`config.mk`:
```
export PLATFORM = sky130hd
export DESIGN_NAME = shift_reg_universal
export DESIGN_NICKNAME = d
export VERILOG_FILES = /design/src/rtl/shift_reg_pkg.sv /design/src/rtl/shift_word_counter.sv /design/src/rtl/shift_reg_universal.sv
export SDC_FILE = /design/constraint.sdc
export NUM_CORES = 1
export LEC_CHECK = 0
export CAP_MARGIN = 5
export CORE_MARGIN = 3
export CORE_UTILIZATION = 39
export DETAILED_ROUTE_END_ITERATION = 16
export PLACE_DENSITY = 0.74
export SYNTH_ARGS = -nofsm -noshare
export SYNTH_HDL_FRONTEND = slang
export SYNTH_SLANG_ARGS = --single-unit
```
`constraint.sdc`:
```
create_clock -name clk -period 1.3 [get_ports clk]
set_input_delay 0.195 -clock clk [delete_from_list [all_inputs] [get_ports clk]]
set_output_delay 0.195 -clock clk [all_outputs]
set_load 0.01 [all_outputs]
```
`src/rtl/shift_reg_pkg.sv`:
```
// shift_reg_pkg: mode encodings shared by shift_reg_universal, its decoders and benches
package shift_reg_pkg;
  localparam logic [2:0] MODE_HOLD  = 3'b000;
  localparam logic [2:0] MODE_SHL   = 3'b001;
  localparam logic [2:0] MODE_SHR   = 3'b010;
  localparam logic [2:0] MODE_ROL   = 3'b011;
  localparam logic [2:0] MODE_ROR   = 3'b100;
  localparam logic [2:0] MODE_ASR   = 3'b101;
  localparam logic [2:0] MODE_LOAD  = 3'b110;
  localparam logic [2:0] MODE_CLEAR = 3'b111;
endpackage

```
`src/rtl/shift_word_counter.sv`:
```
// shift_word_counter: counts shifts (shift_evt), restarts on clr_evt, wraps at WIDTH and pulses word_done for one cycle
module shift_word_counter #(
  parameter int WIDTH = 6,
  localparam int CW = $clog2(WIDTH + 1)
) (
  input  logic          clk,
  input  logic          reset_n,
  input  logic          shift_evt,
  input  logic          clr_evt,
  output logic [CW-1:0] shift_cnt,
  output logic          word_done
);
  logic wrap;
  assign wrap = shift_evt && shift_cnt == CW'(WIDTH - 1);
  always_ff @(posedge clk or negedge reset_n)
    if (!reset_n) begin
      shift_cnt <= '0;
      word_done <= 1'b0;
    end else begin
      shift_cnt <= clr_evt || wrap ? '0 : shift_evt ? shift_cnt + 1'b1 : shift_cnt;
      word_done <= wrap && !clr_evt;
    end
endmodule

```
`src/rtl/shift_reg_universal.sv`:
```
// shift_reg_universal: WIDTH-bit universal shift register (shift/rotate/asr/load/clear via mode when en) with serial taps and word counter
module shift_reg_universal
  import shift_reg_pkg::*;
#(
  parameter int WIDTH = 6,
  parameter logic [WIDTH-1:0] RESET_VAL = '0,
  localparam int CW = $clog2(WIDTH + 1)
) (
  input  logic             clk,
  input  logic             reset_n,
  input  logic             en,
  input  logic [2:0]       mode,
  input  logic             ser_in_l,
  input  logic             ser_in_r,
  input  logic [WIDTH-1:0] par_in,
  output logic [WIDTH-1:0] q,
  output logic             ser_out_msb,
  output logic             ser_out_lsb,
  output logic [CW-1:0]    shift_cnt,
  output logic             word_done
);
  logic [WIDTH-1:0] nxt;
  logic shift_evt, clr_evt;
  always_comb begin
    nxt = mode == MODE_SHL   ? {q[WIDTH-2:0], ser_in_l} :
          mode == MODE_SHR   ? {ser_in_r, q[WIDTH-1:1]} :
          mode == MODE_ROL   ? {q[WIDTH-2:0], q[WIDTH-1]} :
          mode == MODE_ROR   ? {q[0], q[WIDTH-1:1]} :
          mode == MODE_ASR   ? {q[WIDTH-1], q[WIDTH-1:1]} :
          mode == MODE_LOAD  ? par_in :
          mode == MODE_CLEAR ? '0 : q;
    shift_evt = en && mode >= MODE_SHL && mode <= MODE_ASR;
    clr_evt = en && mode >= MODE_LOAD;
  end
  always_ff @(posedge clk or negedge reset_n)
    if (!reset_n) q <= RESET_VAL;
    else if (en) q <= nxt;
  assign ser_out_msb = q[WIDTH-1];
  assign ser_out_lsb = q[0];
  shift_word_counter #(.WIDTH(WIDTH)) u_cnt (
    .clk(clk),
    .reset_n(reset_n),
    .shift_evt(shift_evt),
    .clr_evt(clr_evt),
    .shift_cnt(shift_cnt),
    .word_done(word_done)
  );
endmodule
```
# Word-level counts from Yosys, hierarchy flattened
# Cells that the tools add are included.
# word_totals
inputBits	14
output_inout_bits	12
regBits	10
# op_classes
magnitude_cmp	3
eq_ne	9
n_reduce_logical	12
n_mux	9
add_sub_neg	1
# ops
op	n
6-bit two-way mux	7
3-bit == test (second input constant)	5
7-bit nonzero test	1
3-bit by 2-bit == test with 1-bit output (second input constant)	2
3-bit two-way mux	2
6-bit nonzero test	1
1-bit logical AND	5
5-bit inequality test (second input constant)	1
3-bit by 1-bit adder with 3-bit output (second input constant)	1
3-bit by 1-bit == test with 1-bit output (second input constant)	1
3-bit by 1-bit >= comparator with 1-bit output (second input constant)	1
3-bit >= comparator (second input constant)	1
3-bit <= comparator (second input constant)	1
3-bit AND reduction	1
2-bit AND reduction	1
2-bit nonzero test	1
1-bit zero test	1
1-bit logical OR	1

# Logic depth before layout (Yosys ltp)
# depth
word_depth	8
depth_mapped	6
depth_no_buf	5

# Modules after synthesis
# A second synthesis with hierarchy kept.
# hier_totals
cells_unflattened	72
area_unflattened_um2	670.6
# by_module_without_submodules
mod	area_each_um2	cells_per_inst	seq_area_each_um2	n_inst
shift_reg_universal	471.7	53	150.1	1
shift_word_counter	198.9	19	100.1	1

# Worst setup path after synthesis
# No wires, ideal clock.
# synth_path
kind	flip-flop to flip-flop
start	register q[0]
end	register q[5]
path_slack_ns	0.026
path_buffers	0
path_stages_with_launch	5
period_less_slack_ns	1.274
arrival_time_ns	1.153
t_required_ns	1.178
setup_time_ns	0.122
path_cell_list	dfrtp_1 -> mux2_4 -> a32oi_1 -> o21ai_1 -> a32o_1
# synth_between
elab_chain_len	4
# synth_rtl
item	line_no	rtl
start, declared	shift_reg_universal.sv:16	output logic [WIDTH-1:0] q,
start signal, assigned	shift_reg_universal.sv:37	else if (en) q <= nxt;
6-bit two-way mux	shift_reg_universal.sv:28	mode == MODE_ROR ? {q[0], q[WIDTH-1:1]} :
6-bit two-way mux	shift_reg_universal.sv:27	mode == MODE_ROL ? {q[WIDTH-2:0], q[WIDTH-1]} :
6-bit two-way mux	shift_reg_universal.sv:26	mode == MODE_SHR ? {ser_in_r, q[WIDTH-1:1]} :
6-bit two-way mux	shift_reg_universal.sv:25	nxt = mode == MODE_SHL ? {q[WIDTH-2:0], ser_in_l} :
# No other way between the ends.
# A chain may end at the register's enable or synchronous reset.

# Final worst setup path
# layout_path
start	register u_cnt.shift_cnt[0]
end	register u_cnt.shift_cnt[1]
# layout_between
elab_chain_len	4
# layout_rtl
item	line_no	rtl
start, declared	shift_word_counter.sv:10	output logic [CW-1:0] shift_cnt,
start signal, assigned	shift_word_counter.sv:20	shift_cnt <= clr_evt || wrap ? '0 : shift_evt ? shift_cnt + 1'b1 : shift_cnt;
parallel branches: the longest is 4 deep, another holds 3-bit by 1-bit adder with 3-bit output	--	
# Parallel ways; which one is timed is not known. The select of a mux whose other input is x is not followed.

==> results.json <==
{
  "timing.max_cap.violations": 0,
  "yosysTopAreaCellShare": 0.348,
  "numClockSinks": 10,
  "required_time_of_the_critical_path_ns": 1.48,
  "pin_count_of_the_biggest_net_entering_global_routing": 12,
  "rows": 14,
  "cpLargestDelayFamily": "flip-flops",
  "critical_path_cell_sequence": "buf_4 -> ha_4 -> a31oi_1 -> nor3b_1 -> buf_4 -> a21oi_1",
  "synth-edff-count": 0,
  "synth_area_leaders": "sky130_fd_sc_hd__dfrtp_1 35%, sky130_fd_sc_hd__a21oi_1 5.6%, sky130_fd_sc_hd__a21o_1 5.2%",
  "dp_hpwl_um": 1450,
  "placed_cells": 135,
  "synth_ff_type": "sky130_fd_sc_hd__dfrtp_1",
  "reg2reg_setup_slack_ns": 0.02,
  "final_nets": 139,
  "run_status": "finished, final reports clean",
  "syn-cell-area_sq_um": 719,
  "setup_viol": 0,
  "synthToLayoutAreaGrowth_pct": 65.2,
  "tightest_slew_ns": 0.493,
  "die-height_um": 49.0,
  "final.fill_count": 131,
  "r2r-end": "u_cnt.shift_cnt[1]",
  "period_share": 0.987,
  "globalRouteOverflowTotal": 0,
  "drc": 0,
  "cts_tree": "built",
  "layout.core_utilization": 0.738,
  "relative_slew_slack": 0.670,
  "ant_nets": 0,
  "total_power_divided_by_cell_area_nw_per_um2": 1230,
  "rsz0062_at_grt": "true",
  "post_layout_nonfiller_instances": 146,
  "timing.final.crit_period_ns": 1.28,
  "hold_path.class": "input port to async pin",
  "antennaDiodeCount": 0,
  "crit_path_start_kind": "register",
  "cp_num_buf_inv": 2,
  "drv_slew": 0,
  "timing.clock.skew_ns": 0.0119,
  "worst_setup_hold_path_clk_slew_ns": 0.08,
  "grt_pass1_wl_um": 3280,
  "r2r_cells": 6,
  "critical_path.max_fanout": 3,
  "power.static_leakage_nw": 0.584,
  "final_layout_size_suffix_gt1_frac": 0.328,
  "peakVddDrop_uv": 1330,
  "die_w_um": 49.0,
  "dp_slack_ns": -0.537,
  "gr-usage-all-layers": 0.178,
  "cts-root-to-sink-buffers": 2,
  "effective_utilization_at_floorplan": 0.446,
  "cts_htree_levels": 1,
  "via_per_inst": 5.10,
  "rr_startpoint": "u_cnt.shift_cnt[0]",
  "worst-setup-path-type": "register to register",
  "ctsHoldBuffers": 0,
  "crit_path_max_incr_delay_ns": 0.39,
  "hold_violations": 0,
  "worst_setup_ep_type": "register",
  "synth_sequential_area_ratio": 0.348,
  "route.final.wire_length_um": 2030,
  "synthesis.instances": 78,
  "worst_path_arrival_time_ns": 1.47,
  "path_common_cell": "sky130_fd_sc_hd__buf_4",
  "finalWorstSetupSlack_ns": 0.0168,
  "syn_area_per_cell_sq_um": 9.22,
  "drt_first_iter_violations": 17,
  "pin_count": 26,
  "wire_per_inst_um": 13.9,
  "gp_congestion": 0.749,
  "dr_total_vias": 744,
  "fp.dieArea_sq_um": 2400,
  "synthesis_stage_register_bit_count": 10,
  "mappedNetlistNets": 94,
  "ys_async_sr_fraction": 1.00,
  "crit_path_top_delay_cell": "sky130_fd_sc_hd__dfrtp_1",
  "clock_latency_ns": 0.27,
  "synth_top_cell_by_area": "sky130_fd_sc_hd__dfrtp_1",
  "yosysWarningCount": 0,
  "tritoncts.num_buffers": 3,
  "drt_first_pass_iters": 4,
  "grt_pass1_vias": 733,
  "fmax_mhz": 779,
  "cts.root.buffer_cell": "sky130_fd_sc_hd__clkbuf_4",
  "synth_cell_types": 32,
  "antenna_violations_before_repair": 0,
  "design.core.area_sq_um": 1610,
  "fin_hold_ws_ns": 0.246,
  "buffer_ports.inserted": 25
}
how the worst max path moves through the flow:
stage | from | to | cells past startpoint
final | u_cnt.shift_cnt[0] | u_cnt.shift_cnt[1] | 6
after global routing | u_cnt.shift_cnt[0] | u_cnt.shift_cnt[1] | 6
after CTS | q[0] | q[5] | 5
after detailed placement | mode[1] | q[0] | 5
after global placement | mode[1] | q[0] | 5
after floorplan | q[0] | q[5] | 4
cells by family (layout without fill, tap and decap cells):
group,Yosys count,in the layout,synth area share
compound gates,30,30,0.296
xor+xnor,2,2,0.0244
fa+ha+maj,2,2,0.0348
buf+inv,8,52,0.0730
flops,10,10,0.348
mux,1,1,0.0209
simple gates,25,25,0.203
synthesized netlist by cell type (all sizes together) (2+ instances only):
| cell type | number |
|---|---|
| dfrtp | 10 |
| a21oi | 9 |
| buf | 7 |
| nor2b | 6 |
| a21o | 5 |
| nand2 | 5 |
| a211oi | 4 |
| a221oi | 4 |
| nor2 | 4 |
| and2b | 3 |
| ha | 2 |
| o21ai | 2 |
| or2 | 2 |
| xor2 | 2 |
flip-flops by register name (all words and copies together), names as in the netlist:
name,flops
u_cnt.word_done,1
q,6
u_cnt.shift_cnt,3
per-layer routing:
metal,part of all wire,routed length (um),GRT usage,vias up
li1,-,-,-,377
met1,0.41,833,0.195,345
met2,0.54,1090,0.330,20
met3,0.043,88,0.0428,2
met4,0.0049,10,0.0569,0
met5,0,0,0,-
report_power, final:
| part | internal (mW) | switching (mW) | total (mW) |
|---|---|---|---|
| Clock | 0.170 | 0.125 | 0.295 |
| Combinational | 0.393 | 0.339 | 0.731 |
| Sequential | 0.385 | 0.0503 | 0.436 |
| Total | 0.948 | 0.514 | 1.46 |
per-stage QoR:
step / power [mW] / instance area, sq um / TNS, ns
6_report: 1.46 / 1190 / 0
3_3_place_gp: 1.05 / 1060 / -3.74
5_1_grt: 1.57 / 1190 / -0.0434
2_1_floorplan: 0.743 / 719 / 0
4_1_cts: 1.41 / 1170 / -0.0995
3_5_place_dp: 1.07 / 1060 / -4.31
repair_timing:
action                                  CTS  global route
endpoints found under the setup margin   21             9
resized for setup                        22             9
buffers inserted                          8             0
pin swaps                                 1             4
placed cells by master (no fill, tap or decap), drive strengths merged:
cell type / netlist / routed
a211o: 1 / 1
a211oi: 4 / 4
a21o: 5 / 5
a21oi: 9 / 9
a221o: 1 / 1
a221oi: 4 / 4
a31oi: 1 / 1
a32o: 1 / 1
a32oi: 1 / 1
and2b: 3 / 3
buf: 7 / 22
clkbuf: 0 / 5
clkdlybuf4s15: 0 / 1
clkdlybuf4s50: 0 / 10
dfrtp: 10 / 10
dlygate4sd2: 0 / 12
dlymetal6s2s: 0 / 1
ha: 2 / 2
inv: 1 / 1
mux2: 1 / 1
nand2: 5 / 5
nand3: 1 / 1
nand3b: 1 / 1
nand4: 1 / 1
nor2: 4 / 4
nor2b: 6 / 6
nor3b: 1 / 1
o21ai: 2 / 2
o31ai: 1 / 1
or2: 2 / 2
or3: 1 / 1
xor2: 2 / 2
layout make-up:
cell class | count | area [sq um] | share of cell area
Tap cell | 24 | 30.0 | 0.0253
Multi-Input combinational cell | 60 | 465 | 0.392
Timing Repair Buffer | 47 | 402 | 0.338
Sequential cell | 10 | 251 | 0.212
Inverter | 1 | 3.75 | 0.00316
Clock buffer | 4 | 36.3 | 0.0305
(Power assumes the default switching activity.)
